$ cat src/rtl/xb_cmd_sched.sv
// Command sequencer and read-FIFO write-port arbiter for the Xillybus command/read FIFO pair.
// Run words appear one cycle after the consuming edge; out_full stalls every source with state held.
module xb_cmd_sched #(
  parameter int CNT_W = 28
) (
  input  logic        bus_clk,
  input  logic        reset_n,
  input  logic [31:0] cmd_data,
  input  logic        cmd_empty,
  output logic        cmd_ack,
  output logic [31:0] out_data,
  output logic        out_wren,
  input  logic        out_full,
  input  logic        ext_req,
  input  logic [31:0] ext_data,
  output logic        ext_grant,
  output logic        eof,
  output logic        busy,
  output logic [7:0]  bad_cnt
);

  typedef enum logic [1:0] {IDLE, RUN, REPLY} state_t;

  state_t           state;
  logic [CNT_W-1:0] remaining;
  logic [31:0]      reply;
  logic             ext_en;
  logic             last_ext;

  logic [3:0]       opcode;
  logic [CNT_W-1:0] payload;
  logic             pop;
  logic             int_v;
  logic             ext_v;
  logic             sel_ext;
  logic             int_wr;
  logic [31:0]      int_word;

  assign opcode  = cmd_data[31:28];
  assign payload = cmd_data[CNT_W-1:0];

  // cmd_ack doubles as the guard: the FIFO head is stale while the pop strobe is in flight
  assign pop = ~cmd_empty & ~cmd_ack &
               ((state == IDLE) | ((state == RUN) & (opcode == 4'h0)));

  assign int_v    = (state == RUN) | (state == REPLY);
  assign ext_v    = ext_req & ext_en;
  assign sel_ext  = ext_v & (~int_v | ~last_ext);
  assign int_word = (state == RUN) ? {4'h1, remaining} : reply;

  always_comb begin
    out_data = 32'h0;
    if (sel_ext)
      out_data = ext_data;
    else if (int_v)
      out_data = int_word;
  end

  assign out_wren  = (int_v | ext_v) & ~out_full;
  assign ext_grant = out_wren & sel_ext;
  assign int_wr    = out_wren & ~sel_ext;

  always_ff @(posedge bus_clk or negedge reset_n) begin
    if (!reset_n) begin
      state     <= IDLE;
      remaining <= '0;
      reply     <= 32'h0;
      ext_en    <= 1'b0;
      eof       <= 1'b0;
      bad_cnt   <= 8'h00;
      cmd_ack   <= 1'b0;
      last_ext  <= 1'b1;
      busy      <= 1'b0;
    end else begin
      cmd_ack <= pop;
      if (out_wren)
        last_ext <= sel_ext;

      case (state)
        IDLE: begin
          if (pop) begin
            case (opcode)
              4'h0: eof <= 1'b1;
              4'h1: begin
                if (payload != '0) begin
                  remaining <= payload;
                  eof       <= 1'b0;
                  state     <= RUN;
                  busy      <= 1'b1;
                end
              end
              4'h2: begin
                reply <= cmd_data;
                state <= REPLY;
                busy  <= 1'b1;
              end
              4'h3: begin
                reply <= {4'h3, ext_en, eof, 2'b00, bad_cnt, 16'h0000};
                state <= REPLY;
                busy  <= 1'b1;
              end
              4'h4: ext_en <= cmd_data[0];
              default: begin
                if (bad_cnt != 8'hFF)
                  bad_cnt <= bad_cnt + 8'd1;
              end
            endcase
          end
        end
        RUN: begin
          // a STOP abort overrides any decrement from a same-cycle write
          if (pop) begin
            remaining <= '0;
            eof       <= 1'b1;
            state     <= IDLE;
            busy      <= 1'b0;
          end else if (int_wr) begin
            remaining <= remaining - CNT_W'(1);
            if (remaining == CNT_W'(1)) begin
              state <= IDLE;
              busy  <= 1'b0;
            end
          end
        end
        REPLY: begin
          if (int_wr) begin
            state <= IDLE;
            busy  <= 1'b0;
          end
        end
        default: begin
          state <= IDLE;
          busy  <= 1'b0;
        end
      endcase
    end
  end

endmodule

$ cat config.mk
export PLATFORM = sky130hd
export DESIGN_NAME = xb_cmd_sched
export DESIGN_NICKNAME = d
export VERILOG_FILES = /design/src/rtl/xb_cmd_sched.sv
export SDC_FILE = /design/constraint.sdc
export NUM_CORES = 1
export LEC_CHECK = 0
export ABC_AREA = 1
export ABC_CLOCK_PERIOD_IN_PS = 5300
export CAP_MARGIN = 20
export CORE_AREA = 2 2 126 128
export DETAILED_ROUTE_END_ITERATION = 10
export DIE_AREA = 0 0 128 130
export GPL_ROUTABILITY_DRIVEN = 0
export GPL_TIMING_DRIVEN = 0
export PLACE_DENSITY_LB_ADDON = 0.2
export SYNTH_ARGS = -nofsm -noshare
export SYNTH_HDL_FRONTEND = slang
export SYNTH_SLANG_ARGS = --single-unit
$ cat constraint.sdc
create_clock -name bus_clk -period 5.3 [get_ports bus_clk]
set_input_delay 0.53 -clock bus_clk [delete_from_list [all_inputs] [get_ports bus_clk]]
set_output_delay 0.53 -clock bus_clk [all_outputs]
set_load 0.01 [all_outputs]
# [Yosys cells after proc, flatten, opt, wreduce, memory -nomap -nowiden]
# Index checks and enable logic that the tools add are counted.
# W data, S select, Z words.
[op_classes] n_eq_ne=18 reduce_logical=13 bitwise=19 muxes=31 addsub=2
[ops] operator="$mux W28" count=5
[ops] operator="$mux W32" count=3
[ops] operator="$pmux W32 S2" count=1
[ops] operator="$pmux W28 S2" count=1
[ops] operator="$eq A28 B1 Y1 const B" count=1
[ops] operator="$reduce_bool A28 Y1" count=1
[ops] operator="$sub A28 B1 Y28 const B" count=1
[ops] operator="$mux W2" count=6
[ops] operator="$reduce_and A5 Y1" count=2
[ops] operator="$mux W1" count=9
[ops] operator="$add A8 B1 Y8 const B" count=1
[ops] operator="$and A1 B1 Y1" count=8
[ops] operator="$eq A4 B2 Y1 const B" count=2
[ops] operator="$ne A8 B8 Y1 const B" count=1
[ops] operator="$not A1 Y1" count=7
[ops] operator="$ne A2 B2 Y1 const B" count=3
[ops] operator="$ne A3 B2 Y1 const B" count=2
[ops] operator="$ne A3 B3 Y1 const B" count=2
[ops] operator="$pmux W1 S2" count=3
[ops] operator="$pmux W2 S3" count=1
[ops] operator="$reduce_and A3 Y1" count=2
[ops] operator="$reduce_and A6 Y1" count=1
[ops] operator="$reduce_or A5 Y1" count=1
[ops] operator="$eq A4 B1 Y1 const B" count=1
[ops] operator="13 further kinds" count=18
[word_totals] inputBits=69 reg_bits=75 wordCells=92

# [Logic depth before layout (Yosys ltp)]
[logic_depth] ltp_word=10 mapped_depth=12 mapped_depth_nobuf=12

# [Least setup slack after synthesis]
# OpenSTA, ideal clock, no wires.
[synth_path] kind="register to output" from="reg state[0]" to="out out_data[19]" stages_incl_launch_ff=9 t_required_ns=4.770 path_slack_ns=3.161 arrival_time_ns=1.609 path_cell_list="dfrtp_1 -> inv_1 -> ha_1 -> nand2_1 -> nand3_1 -> nand2_1 -> clkbuf_1 -> clkbuf_1 -> o21ai_0"
[synth_via] elab_chain_len=6 elab_cells_between_ends=9
[synth_lines] element="from (decl)" line="24" text="state_t state;"
[synth_lines] element="from (signal assigned)" line="65" text="state <= IDLE;"
[synth_lines] element="from (signal assigned)" line="88" text="state <= RUN;"
[synth_lines] element="from (signal assigned)" line="94" text="state <= REPLY;"
[synth_lines] element="$eq A2 B1 Y1 / $eq A2 B2 Y1 (equally long branches)" line="46, 49"
[synth_lines] element="$or A1 B1 Y1" line="46" text="assign int_v = (state == RUN) | (state == REPLY);"
[synth_lines] element="$not A1 Y1" line="48" text="assign sel_ext = ext_v & (~int_v | ~last_ext);"
[synth_lines] element="$or A1 B1 Y1" line="48"
[synth_lines] element="$and A1 B1 Y1" line="48"
[synth_lines] element="$mux W32 *" line="53" text="if (sel_ext)"
[synth_lines] element="to (decl)" line="11" text="output logic [31:0] out_data,"
# Every way passes the cells marked *; elsewhere a longest branch is shown, timed or not.

# [Final worst setup path]
[layout_path] from="reg state[0]" to="out out_data[28]"
# Same word-level chain as after synthesis.

==> results.ini <==
[status]
status=complete, no violations

[clocking]
clock_latency_ns=0.35
path_clk_slew_ns=0.06
htree_levels=3
clock_sinks=75
cts_buffer_depth=2
cts-buffers-inserted=9
clockRootBuffer=clkbuf_16
postCtsSetupBuffers=0
hold_buffers=0
cts_tree=yes
ctsResizeCount=0

[sta]
finClkSkew_ns=0.007110
totalNegativeSetupSlack_ns=0
worst_pin_slew_ns=0.6903
hold_viol_final=0
rsz0062_at_grt=false
fin_ws_ns=1.768
finalSetupViolCount=0
max-slew-margin-rel_pct=53.98
fmax_ghz=0.2832
period_minus_slack_ns=3.532
slew_violations=0
fin_crit_sh_pct=66.64

[setup_path]
r2r_cells=12
arrival_ns=3.00
critPathLaunchType=register
required_ns=4.77
reg2reg_slack_ns=3.17
crit_fanout=10
cp-end-kind=primary output
critPathKind=register to primary output

[synthesis]
ys_top_cells_by_area=dfrtp_1 (35%), nand2_1 (19%), o21ai_0 (7.3%), nor2_1 (6.4%), inv_1 (6.1%)
ys_warn_count=0
avgSynthCellArea_um2=6.624
synthFlopType=dfrtp_1
synthDistinctLibCells=40
synth-edff-count=0
synth_top_area_share_pct=35.30
synth_cells=792
synth-async-reset-ratio_pct=100.0
synth_area_um2=5246
synth_fp_nets=867
ys_seq_elements=75
yosysTopAreaCell=dfrtp_1
yosysSeqAreaShare_pct=35.80

[power_and_ir_drop]
ir_worst_vdd_mv=0.2566
p_per_area_nw_per_um2=562.8
power.leakage_nw=3.204

[drt]
met1_length_um=8936
vias_per_cell=5.075
met3_length_um=1031
top_layer_used=met4
drt_iter0_drc=502
routed_wl_um=19010
antenna_left=0
drcViolationCount=0
first_pass_iters=5
post_drt_wl_per_cell_um=17.07
vias=5654
wl_met2_um=8535

[layout]
final_area_um2=6927
instances_no_fill=1114
antenna_cells=0
nets=992
drive_gt1_share_pct=6.616
syn2layout_area_growth_pct=32.03
final_util_pct=44.91

[global_route]
antenna_found_initial=0
grt_pass1_vias=5307
grt_pass1_wl_um=29570
grt_overflow=0
grt_usage_pct=23.36
grt_max_degree=45

[die]
die_h_um=130
rows=46
coreArea_um2=15420
start_util_pct=34.01
ioPinCount=114
die_w_um=128
die_area_um2=16640

[placement]
port_buffers=113
dpl.hpwl_um=14850
dpl_cell_area_um2=6643
dp_slack_ns=1.874
dp.cells=1098

[min_path]
holdCritPathClass=primary input to asynchronous set/reset pin

[flow_run]
maxCapViolCount=0

==> routing by layer <==
metal  track usage [%]  vias to the layer above
li1                  -                     2807
met2             35.51                      169
met5                 0                        -
met1             33.87                     2650
met4             9.114                        0
met3             2.952                       28
==> per-stage QoR <==
stage                     total power [mW]  hold WS [ns]
after floorplan                      2.359        0.2344
after global routing                 4.196        0.1520
after global placement               3.259        0.4563
after detailed placement             3.272        0.4607
after CTS                            3.888        0.1399
final                                3.899        0.1273
==> synth_stat cells, types with 8 or more instances <==
cell,count
clkbuf_1,12
dfrtp_1,74
nand2_1,260
o21ai_1,13
nand4_1,13
o31ai_1,12
xor2_1,9
o21ai_0,77
o22ai_1,8
a21oi_1,11
inv_1,85
nand3_1,45
nor2_1,90
==> power by group <==
group	switching [mW]	internal [mW]
sequential	0.218	0.821
clock	0.251	0.355
combinational	1.37	0.882
total	1.84	2.06
==> cells in the final DEF (no fill, tap or decap), drive strengths merged, types with 5 or more instances in the layout <==
master         count
a21oi             13
nor3               7
nand4             13
inv               92
a31oi              5
dfrtp             74
nand2            261
clkdlybuf4s50    112
o22ai              8
nand3             48
ha                 6
nor2              98
buf               22
o31ai             16
clkbuf            26
o21ai             93
xor2               9
==> critical path: stages (launching register included) <==
cell and delay, ns:
dfrtp_1 0.37, inv_1 0.07, ha_1 0.33, nand2_1 0.07, nand3_1 0.14, nand2_1 0.15, clkbuf_1 0.37, clkbuf_1 0.40
o21ai_0 0.23, clkdlybuf4s50_1 0.52
==> worst paths after layout <==
path,to,from
setup / recovery,out_data[28],state[0]$_DFFE_PN0P_
hold / removal,reply[8]$_DFFE_PN0P_,reset_n
setup reg to reg,remaining[11]$_DFFE_PN0P_,state[0]$_DFFE_PN0P_
hold reg to reg,reply[29]$_DFFE_PN0P_,reply[29]$_DFFE_PN0P_
max in group asynchronous,remaining[26]$_DFFE_PN0P_,reset_n
min in group bus_clk,reply[29]$_DFFE_PN0P_,reply[29]$_DFFE_PN0P_
==> flip-flops by register name, indices dropped and copies added (netlist names) <==
name	cells
reply	32
remaining	28
bad_cnt	8
state	2
busy	1
cmd_ack	1
eof	1
ext_en	1
last_ext	1
==> cell type report <==
class	instances	area, µm²
plain buffers	32	186.4
clock buffers	14	274.0
clock inverters	2	10.01
repair buffers	114	1156
multi-input cells	591	2826
fillers	1629	8498
well taps	192	240.2
flip-flops and latches	75	1878
inverters	94	355.3
==> logic make-up (layout without fill, tap and decap cells) <==
kind of cell	Yosys count	count (layout)	synth area share (%)
XOR/XNOR	12	12	2.004
buffers and inverters	126	256	10.33
AO/OA/AOI/OAI	145	145	16.19
adder cells (fa/ha/maj)	6	6	1.431
AND/OR/NAND/NOR	428	428	34.25
flip-flops	75	75	35.80
Note: power is estimated with default switching activity, not from simulation.
